==> src/rtl/mem_stage_lsu_pkg.sv <==
// Shared encodings and helpers for the MEM-stage load/store unit.
// The optional bus watchdog is enabled with the LSU_TIMEOUT_EN macro.
package mem_stage_lsu_pkg;

  localparam int NUM_LANES = 4;

  localparam logic [1:0] SZ_BYTE = 2'b00;
  localparam logic [1:0] SZ_HALF = 2'b01;
  localparam logic [1:0] SZ_WORD = 2'b10;

  typedef enum logic [1:0] {
    IDLE = 2'd0,
    BUSY = 2'd1,
    DONE = 2'd2
  } lsu_state_e;

  localparam logic [31:0] TO_SENTINEL = 32'hDEADBEEF;

  typedef struct packed {
    logic                 we;
    logic [NUM_LANES-1:0] be;
    logic [31:0]          wdata;
  } lsu_wr_t;

  // Reserved size 2'b11 behaves as a word access.
  function automatic logic is_misaligned(input logic [1:0] size, input logic [1:0] lo);
    case (size)
      SZ_BYTE: return 1'b0;
      SZ_HALF: return lo[0];
      default: return |lo;
    endcase
  endfunction

endpackage

==> src/rtl/mem_stage_lsu_if.sv <==
// Request/acknowledge bus between the LSU (master) and data memory (slave).
interface mem_stage_lsu_if
  import mem_stage_lsu_pkg::*;
#(
  parameter int ADDR_W = 32
);
  logic                 mem_req;
  logic                 mem_we;
  logic [ADDR_W-1:0]    mem_addr;
  logic [31:0]          mem_wdata;
  logic [NUM_LANES-1:0] mem_be;
  logic                 mem_ack;
  logic [31:0]          mem_rdata;

  modport master (
    output mem_req, mem_we, mem_addr, mem_wdata, mem_be,
    input  mem_ack, mem_rdata
  );

  modport slave (
    input  mem_req, mem_we, mem_addr, mem_wdata, mem_be,
    output mem_ack, mem_rdata
  );
endinterface

==> src/rtl/mem_stage_lsu_align.sv <==
// Combinational lane logic: byte enables, store replication, load extract/extend
// and misalignment detection. Kept standalone so a fetch path can reuse it.
module mem_stage_lsu_align
  import mem_stage_lsu_pkg::*;
(
  input  logic [1:0]           size,
  input  logic [1:0]           addr_lo,
  input  logic                 unsgn,
  input  logic [31:0]          wr_data,
  input  logic [31:0]          rd_word,
  output logic [NUM_LANES-1:0] be,
  output logic [31:0]          wdata,
  output logic [31:0]          ld_data,
  output logic                 misalign
);
  logic [7:0]  ld_b;
  logic [15:0] ld_h;

  always_comb begin
    be      = '1;
    wdata   = wr_data;
    ld_data = rd_word;
    ld_b    = rd_word[{addr_lo, 3'b000} +: 8];
    ld_h    = rd_word[{addr_lo[1], 4'b0000} +: 16];
    case (size)
      SZ_BYTE: begin
        be      = 4'b0001 << addr_lo;
        wdata   = {4{wr_data[7:0]}};
        ld_data = {{24{~unsgn & ld_b[7]}}, ld_b};
      end
      SZ_HALF: begin
        be      = 4'b0011 << addr_lo;
        wdata   = {2{wr_data[15:0]}};
        ld_data = {{16{~unsgn & ld_h[15]}}, ld_h};
      end
      default: ;
    endcase
  end

  assign misalign = is_misaligned(size, addr_lo);

endmodule

==> src/rtl/mem_stage_lsu.sv <==
// MEM-stage LSU: issues one registered memory transaction per aligned access and
// stalls the pipeline until ack. LSU_TIMEOUT_EN adds a BUSY-state watchdog.
module mem_stage_lsu
  import mem_stage_lsu_pkg::*;
#(
  parameter int ADDR_W      = 32,
  parameter int TIMEOUT_CYC = 255
) (
  input  logic              clk,
  input  logic              rst,
  input  logic              I_MemRead,
  input  logic              I_MemWrite,
  input  logic [1:0]        I_Size,
  input  logic              I_Unsigned,
  input  logic [ADDR_W-1:0] I_ALU_Res,
  input  logic [31:0]       I_WrDat,
  mem_stage_lsu_if.master   bus,
  output logic [31:0]       O_ReDat_Mem,
  output logic              O_Stall,
  output logic              O_Misalign
);
  lsu_state_e           state, state_nx;
  logic                 access, mis, start, mis_now, tmo, to_hit, err_q;
  logic [NUM_LANES-1:0] al_be;
  logic [31:0]          al_wdata, al_ld;
  lsu_wr_t              wr_q;
  logic                 req_q;
  logic [ADDR_W-1:0]    addr_q;

  // The watchdog counter is 8 bits wide.
  if (TIMEOUT_CYC < 1 || TIMEOUT_CYC > 256) begin : g_bad_timeout
    $error("TIMEOUT_CYC must be in 1..256");
  end

  assign access = I_MemRead | I_MemWrite;

  mem_stage_lsu_align u_align (
    .size     (I_Size),
    .addr_lo  (I_ALU_Res[1:0]),
    .unsgn    (I_Unsigned),
    .wr_data  (I_WrDat),
    .rd_word  (bus.mem_rdata),
    .be       (al_be),
    .wdata    (al_wdata),
    .ld_data  (al_ld),
    .misalign (mis)
  );

  always_ff @(posedge clk) begin
    if (rst) state <= IDLE;
    else     state <= state_nx;
  end

  always_comb begin
    state_nx = state;
    O_Stall  = 1'b0;
    start    = 1'b0;
    mis_now  = 1'b0;
    tmo      = 1'b0;
    case (state)
      IDLE: if (access) begin
        if (mis) mis_now = 1'b1;
        else begin
          O_Stall  = 1'b1;
          start    = 1'b1;
          state_nx = BUSY;
        end
      end
      BUSY: begin
        O_Stall = 1'b1;
        if (bus.mem_ack) state_nx = DONE;
        else if (to_hit) begin
          tmo      = 1'b1;
          state_nx = DONE;
        end
      end
      DONE:    state_nx = IDLE;
      default: state_nx = IDLE;
    endcase
  end

  // Load data is extracted from live inputs at ack: EX/MEM is frozen during BUSY.
  always_ff @(posedge clk) begin
    if (rst) begin
      req_q       <= 1'b0;
      wr_q        <= '0;
      addr_q      <= '0;
      O_ReDat_Mem <= '0;
    end else begin
      if (start) begin
        req_q  <= 1'b1;
        wr_q   <= '{we: I_MemWrite, be: al_be, wdata: al_wdata};
        addr_q <= {I_ALU_Res[ADDR_W-1:2], 2'b00};
      end
      if (state == BUSY && bus.mem_ack) begin
        req_q <= 1'b0;
        if (!I_MemWrite) O_ReDat_Mem <= al_ld;
      end else if (tmo) begin
        req_q       <= 1'b0;
        O_ReDat_Mem <= TO_SENTINEL;
      end
      if (mis_now) O_ReDat_Mem <= '0;
    end
  end

`ifdef LSU_TIMEOUT_EN
  logic [7:0] to_cnt;

  always_ff @(posedge clk) begin
    if (rst) begin
      to_cnt <= '0;
      err_q  <= 1'b0;
    end else begin
      err_q <= tmo;
      if (start)              to_cnt <= '0;
      else if (state == BUSY) to_cnt <= to_cnt + 8'd1;
    end
  end

  assign to_hit = (to_cnt == 8'(TIMEOUT_CYC - 1));
`else
  assign to_hit = 1'b0;
  assign err_q  = 1'b0;
`endif

  assign bus.mem_req   = req_q;
  assign bus.mem_we    = wr_q.we;
  assign bus.mem_be    = wr_q.be;
  assign bus.mem_wdata = wr_q.wdata;
  assign bus.mem_addr  = addr_q;
  // Misalign is a same-cycle flag; a timeout reuses it as a bus-error pulse in DONE.
  assign O_Misalign    = (mis_now & ~rst) | err_q;

endmodule

==> src/flat_wrapper.sv <==
// flat-port wrapper written by rule: the top's interface ports become plain ports
module mem_stage_lsu_flat import mem_stage_lsu_pkg::*;
#(
  parameter int ADDR_W      = 32,
  parameter int TIMEOUT_CYC = 255
)
  (clk, rst, I_MemRead, I_MemWrite, I_Size, I_Unsigned, I_ALU_Res, I_WrDat, O_ReDat_Mem, O_Stall, O_Misalign, bus_mem_req, bus_mem_we, bus_mem_addr, bus_mem_wdata, bus_mem_be, bus_mem_ack, bus_mem_rdata);
  mem_stage_lsu_if #(.ADDR_W(ADDR_W)) bus_i ();
  input  logic clk;
  input  logic rst;
  input  logic I_MemRead;
  input  logic I_MemWrite;
  input  logic [1:0] I_Size;
  input  logic I_Unsigned;
  input  logic [ADDR_W-1:0] I_ALU_Res;
  input  logic [31:0] I_WrDat;
  output logic [31:0] O_ReDat_Mem;
  output logic O_Stall;
  output logic O_Misalign;
  output wire logic [$bits(bus_i.mem_req)-1:0] bus_mem_req;
  output wire logic [$bits(bus_i.mem_we)-1:0] bus_mem_we;
  output wire logic [$bits(bus_i.mem_addr)-1:0] bus_mem_addr;
  output wire logic [$bits(bus_i.mem_wdata)-1:0] bus_mem_wdata;
  output wire logic [$bits(bus_i.mem_be)-1:0] bus_mem_be;
  input wire logic [$bits(bus_i.mem_ack)-1:0] bus_mem_ack;
  input wire logic [$bits(bus_i.mem_rdata)-1:0] bus_mem_rdata;
  assign bus_mem_req = bus_i.mem_req;
  assign bus_mem_we = bus_i.mem_we;
  assign bus_mem_addr = bus_i.mem_addr;
  assign bus_mem_wdata = bus_i.mem_wdata;
  assign bus_mem_be = bus_i.mem_be;
  assign bus_i.mem_ack = bus_mem_ack;
  assign bus_i.mem_rdata = bus_mem_rdata;
  mem_stage_lsu #(.ADDR_W(ADDR_W), .TIMEOUT_CYC(TIMEOUT_CYC)) u_core (.clk(clk), .rst(rst), .I_MemRead(I_MemRead), .I_MemWrite(I_MemWrite), .I_Size(I_Size), .I_Unsigned(I_Unsigned), .I_ALU_Res(I_ALU_Res), .I_WrDat(I_WrDat), .bus(bus_i), .O_ReDat_Mem(O_ReDat_Mem), .O_Stall(O_Stall), .O_Misalign(O_Misalign));
endmodule
==> config.mk <==
export PLATFORM = sky130hd
export DESIGN_NAME = mem_stage_lsu_flat
export DESIGN_NICKNAME = d
export VERILOG_FILES = /design/src/rtl/mem_stage_lsu_pkg.sv /design/src/rtl/mem_stage_lsu_if.sv /design/src/rtl/mem_stage_lsu_align.sv /design/src/rtl/mem_stage_lsu.sv /design/src/flat_wrapper.sv
export SDC_FILE = /design/constraint.sdc
export NUM_CORES = 1
export LEC_CHECK = 0
export CAP_MARGIN = 20
export CELL_PAD_IN_SITES_DETAIL_PLACEMENT = 1
export CELL_PAD_IN_SITES_GLOBAL_PLACEMENT = 2
export CORE_MARGIN = 2
export CORE_UTILIZATION = 24
export CTS_CLUSTER_SIZE = 20
export DETAILED_ROUTE_END_ITERATION = 6
export HOLD_SLACK_MARGIN = 0.08
export PLACE_DENSITY = 0.95
export SLEW_MARGIN = 0
export SYNTH_ARGS = -nofsm -noshare
export SYNTH_HDL_FRONTEND = slang
export SYNTH_SLANG_ARGS = --single-unit
==> constraint.sdc <==
create_clock -name clk -period 4.5 [get_ports clk]
set_input_delay 0.9 -clock clk [delete_from_list [all_inputs] [get_ports clk]]
set_output_delay 0.9 -clock clk [all_outputs]
set_load 0.02 [all_outputs]
==> results.sh <==
export IMPL_status="finished clean"
export IMPL_crit_arrival_ns=2.87
export IMPL_cp_common_cell="clkdlybuf4s50_1"
export IMPL_r2r_start="u_core.state[0]$_SDFFE_PP0P_"
export IMPL_drive_gt1_share_pct=5.439
export IMPL_path_cells="clkdlybuf4s50_1 -> o21ai_0 -> nor4_1 -> clkdlybuf4s50_1"
export IMPL_initialDrtViolationCount=291
export IMPL_io_pins=208
export IMPL_reg2reg_depth=4
export IMPL_synth_warnings=0
export IMPL_utilization_pct=38.37
export IMPL_maxClockFrequency_ghz=0.2650
export IMPL_cts_tree="built"
export IMPL_leakagePower_nw=2.449
export IMPL_fin_crit_sh_pct=83.85
export IMPL_postSynthAreaPerCell_sq_um=8.244
export IMPL_antenna_found_initial=0
export IMPL_cts_sinks=102
export IMPL_gp_congestion=0.8357
export IMPL_rows=49
export IMPL_grt_util_all_layers_pct=17.28
export IMPL_clk_pin_slew_worst_paths_ns=0.08
export IMPL_fin_skew_ns=0.006980
export IMPL_setup_viol=0
export IMPL_diodes=0
export IMPL_grt_pass1_wl_microns=26570
export IMPL_fin_tns_setup_ns=0
export IMPL_die_height_microns=139.6
export IMPL_finalPower_w=0.002337
export IMPL_drv_cap=0
export IMPL_path_buf_inv=2
export IMPL_hold_slack_ns=0.4564
export IMPL_numCtsBuffers=9
export IMPL_cts_buffer_depth=2
export IMPL_reg2reg_slack_ns=2.42
export IMPL_syn_area_sq_mm=0.004410
export IMPL_synth_cells=535
export IMPL_ys_ff_latch=102
export IMPL_holdPathEnd="u_core.bus.mem_addr[12]$_SDFFE_PP0P_"
export IMPL_drc=0
export IMPL_stdcell_area_sq_mm=0.006917
export IMPL_rsz0062_at_grt="no"
export IMPL_yosysSeqAreaShare_pct=46.30
export IMPL_critical_path_reg2reg_endpoint="u_core.bus.mem_wdata[14]$_SDFFE_PP0P_"
export IMPL_post_route_min_period_ns=3.773
export IMPL_first_global_vias=4522
export IMPL_cellPowerDensity_mw_per_mm2=337.8
export IMPL_die_x_microns=139.6
export IMPL_wl_per_cell_microns=17.86
export IMPL_fillCellCount=2136
export IMPL_slowest_delay_ns=0.78
export IMPL_crit_slowest_cell="clkdlybuf4s50_1"
export IMPL_slew_violations=0
export IMPL_place_area_sq_mm=0.006625
export IMPL_hold_class="flip-flop to flip-flop"
export IMPL_firstDrtPassIters=4
export IMPL_critPathCaptureType="output pin"
export IMPL_clk_latency_ns=0.35
export IMPL_worstSetupStartpointType="input port"
export IMPL_numPortBuffers=205
export IMPL_overflow=0
export IMPL_ctsRootBufferMaster="clkbuf_16"
export IMPL_final_antenna_net_count=0
export IMPL_die_area_sq_mm=0.01948
export IMPL_grt_max_degree=86
export IMPL_h_tree_depth=3
export IMPL_worst_pin_slew_ns=1.032
export IMPL_cts_repair_resized=0
export IMPL_crit_required_ns=3.60
export IMPL_drt_wl_total_microns=16890
export IMPL_max_vdd_ir_drop_v=0.0001592
export IMPL_holdPathStages=2
export IMPL_holdBufCountCts=0
export IMPL_final_nets=816
export IMPL_route_vias_total=4536
export IMPL_synth_cell_type_count=37
export IMPL_synth_edf_count=0
export IMPL_synthFlopType="dfxtp_1"
export IMPL_synth_async_reset_ratio_pct=0
export IMPL_initial_core_util_pct=24.47
export IMPL_vias_per_cell=4.795
export IMPL_final_hold_violation_count=0
export IMPL_area_growth_syn_to_layout_pct=56.82
export IMPL_core_area_sq_mm=0.01802
export IMPL_crit_type="input port to output pin"
export IMPL_hp_start="u_core.bus.mem_addr[12]$_SDFFE_PP0P_"
export IMPL_crit_path_max_fanout=7
export IMPL_dp_hpwl_microns=12230
export IMPL_post_cts_repair_setup_buffers=0
export IMPL_critPathTopFamily="buffers and inverters"
export IMPL_slew_headroom_pct=31.23
==> cells in the mapped netlist, types with 2 or more instances <==
cell,instances,area share (%)
buf_2,17,1.9
inv_1,3,0.26
or2_2,2,0.28
nor3_1,9,1.0
mux2i_1,32,7.3
a211oi_1,33,5.6
o211ai_1,8,1.4
buf_4,2,0.34
a311oi_1,11,2.2
nand3b_1,2,0.34
nor2_1,50,4.3
o21ai_0,12,1.4
a21oi_1,58,6.6
nand2_1,128,11
buf_6,2,0.51
o221ai_1,9,1.8
nor2b_1,2,0.28
dfxtp_1,102,46
clkbuf_1,27,2.3
o32ai_1,7,1.4
or3_1,3,0.43
==> cells in the final DEF, fill, tap and decap left out, types with 2 or more instances in the layout <==
| cell type | netlist | final |
|---|---|---|
| clkbuf_16 | 0 | 9 |
| o221ai_1 | 9 | 8 |
| a311oi_1 | 11 | 11 |
| buf_2 | 17 | 2 |
| clkdlybuf4s50_1 | 0 | 203 |
| nor2_1 | 50 | 49 |
| or2_2 | 2 | 2 |
| clkinvlp_4 | 0 | 2 |
| conb_1 | 1 | 2 |
| a211oi_1 | 33 | 33 |
| inv_1 | 3 | 3 |
| nor2b_1 | 2 | 2 |
| mux2i_1 | 32 | 32 |
| o211ai_1 | 8 | 8 |
| or3_1 | 3 | 3 |
| o21ai_0 | 12 | 12 |
| buf_4 | 2 | 10 |
| nand2_1 | 128 | 128 |
| nand3b_1 | 2 | 2 |
| dfxtp_1 | 102 | 102 |
| a21oi_1 | 58 | 58 |
| nor3_1 | 9 | 9 |
| o32ai_1 | 7 | 7 |
| inv_6 | 0 | 2 |
==> worst max-delay path by stage <==
stage / start / to / slack [ns] / cells after the start
floorplan: I_Size[0] / O_Stall / 1.54 / 5
global placement: I_MemWrite / O_Misalign / 0.74 / 4
detailed placement: I_MemWrite / O_Misalign / 0.77 / 4
CTS: I_MemWrite / O_Misalign / 0.74 / 4
global route: I_MemWrite / O_Misalign / 0.62 / 4
finish: I_MemWrite / O_Misalign / 0.73 / 4
==> per-layer routing <==
metal	track usage (%)	vias up	part of all wire, %
met5	0	-	0
li1	-	2219	-
met3	2.478	26	4.4
met1	23.47	2161	46
met2	27.68	130	47
met4	6.947	0	2.6
==> stage by stage <==
| step | std cells | setup slack, ns |
|---|---|---|
| floorplan | 536 | 1.540 |
| global placement | 930 | 0.7446 |
| detailed placement | 930 | 0.7656 |
| CTS | 946 | 0.7443 |
| global route | 946 | 0.6176 |
| finish | 946 | 0.7265 |
==> logic make-up (layout without fill, tap and decap cells) <==
| kind of cell | Yosys count | in the layout | share of synthesized area [%] |
|---|---|---|---|
| other cells | 1 | 2 | 0.08502 |
| simple gates | 200 | 200 | 18.18 |
| mux | 33 | 33 | 7.773 |
| buf+inv | 54 | 235 | 5.617 |
| compound gates | 145 | 145 | 22.04 |
| flops | 102 | 102 | 46.30 |
==> sequential cells by signal, indices dropped and copies added (netlist names) <==
name	flops
u_core.bus.mem_addr	30
u_core.bus.mem_wdata	32
u_core.bus.mem_req	1
u_core.state	2
u_core.O_ReDat_Mem	32
u_core.bus.mem_be	4
u_core.bus.mem_we	1
==> power breakdown <==
| group | total [W] | switching, W | internal (W) |
|---|---|---|---|
| sequential | 0.000992 | 0.0000301 | 0.000962 |
| combinational | 0.000559 | 0.000299 | 0.000260 |
| clock | 0.000786 | 0.000385 | 0.000400 |
| total | 0.00234 | 0.000714 | 0.00162 |
==> worst min-delay path, cell delays in order (launching register included) <==
cell	delay, ns
dfxtp_1	0.31
nand2_1	0.05
a21oi_1	0.05
==> cell type report <==
cell class	count	area, sq um	share of cell area [%]
Clock inverter	6	52.55	0.7598
Inverter	4	15.01	0.2171
Tap cell	229	286.5	4.143
Sequential cell	102	2042	29.52
Timing Repair Buffer	215	2117	30.61
Clock buffer	10	239.0	3.455
Multi-Input combinational cell	380	2165	31.30
Note: power is estimated with default switching activity, not from simulation.
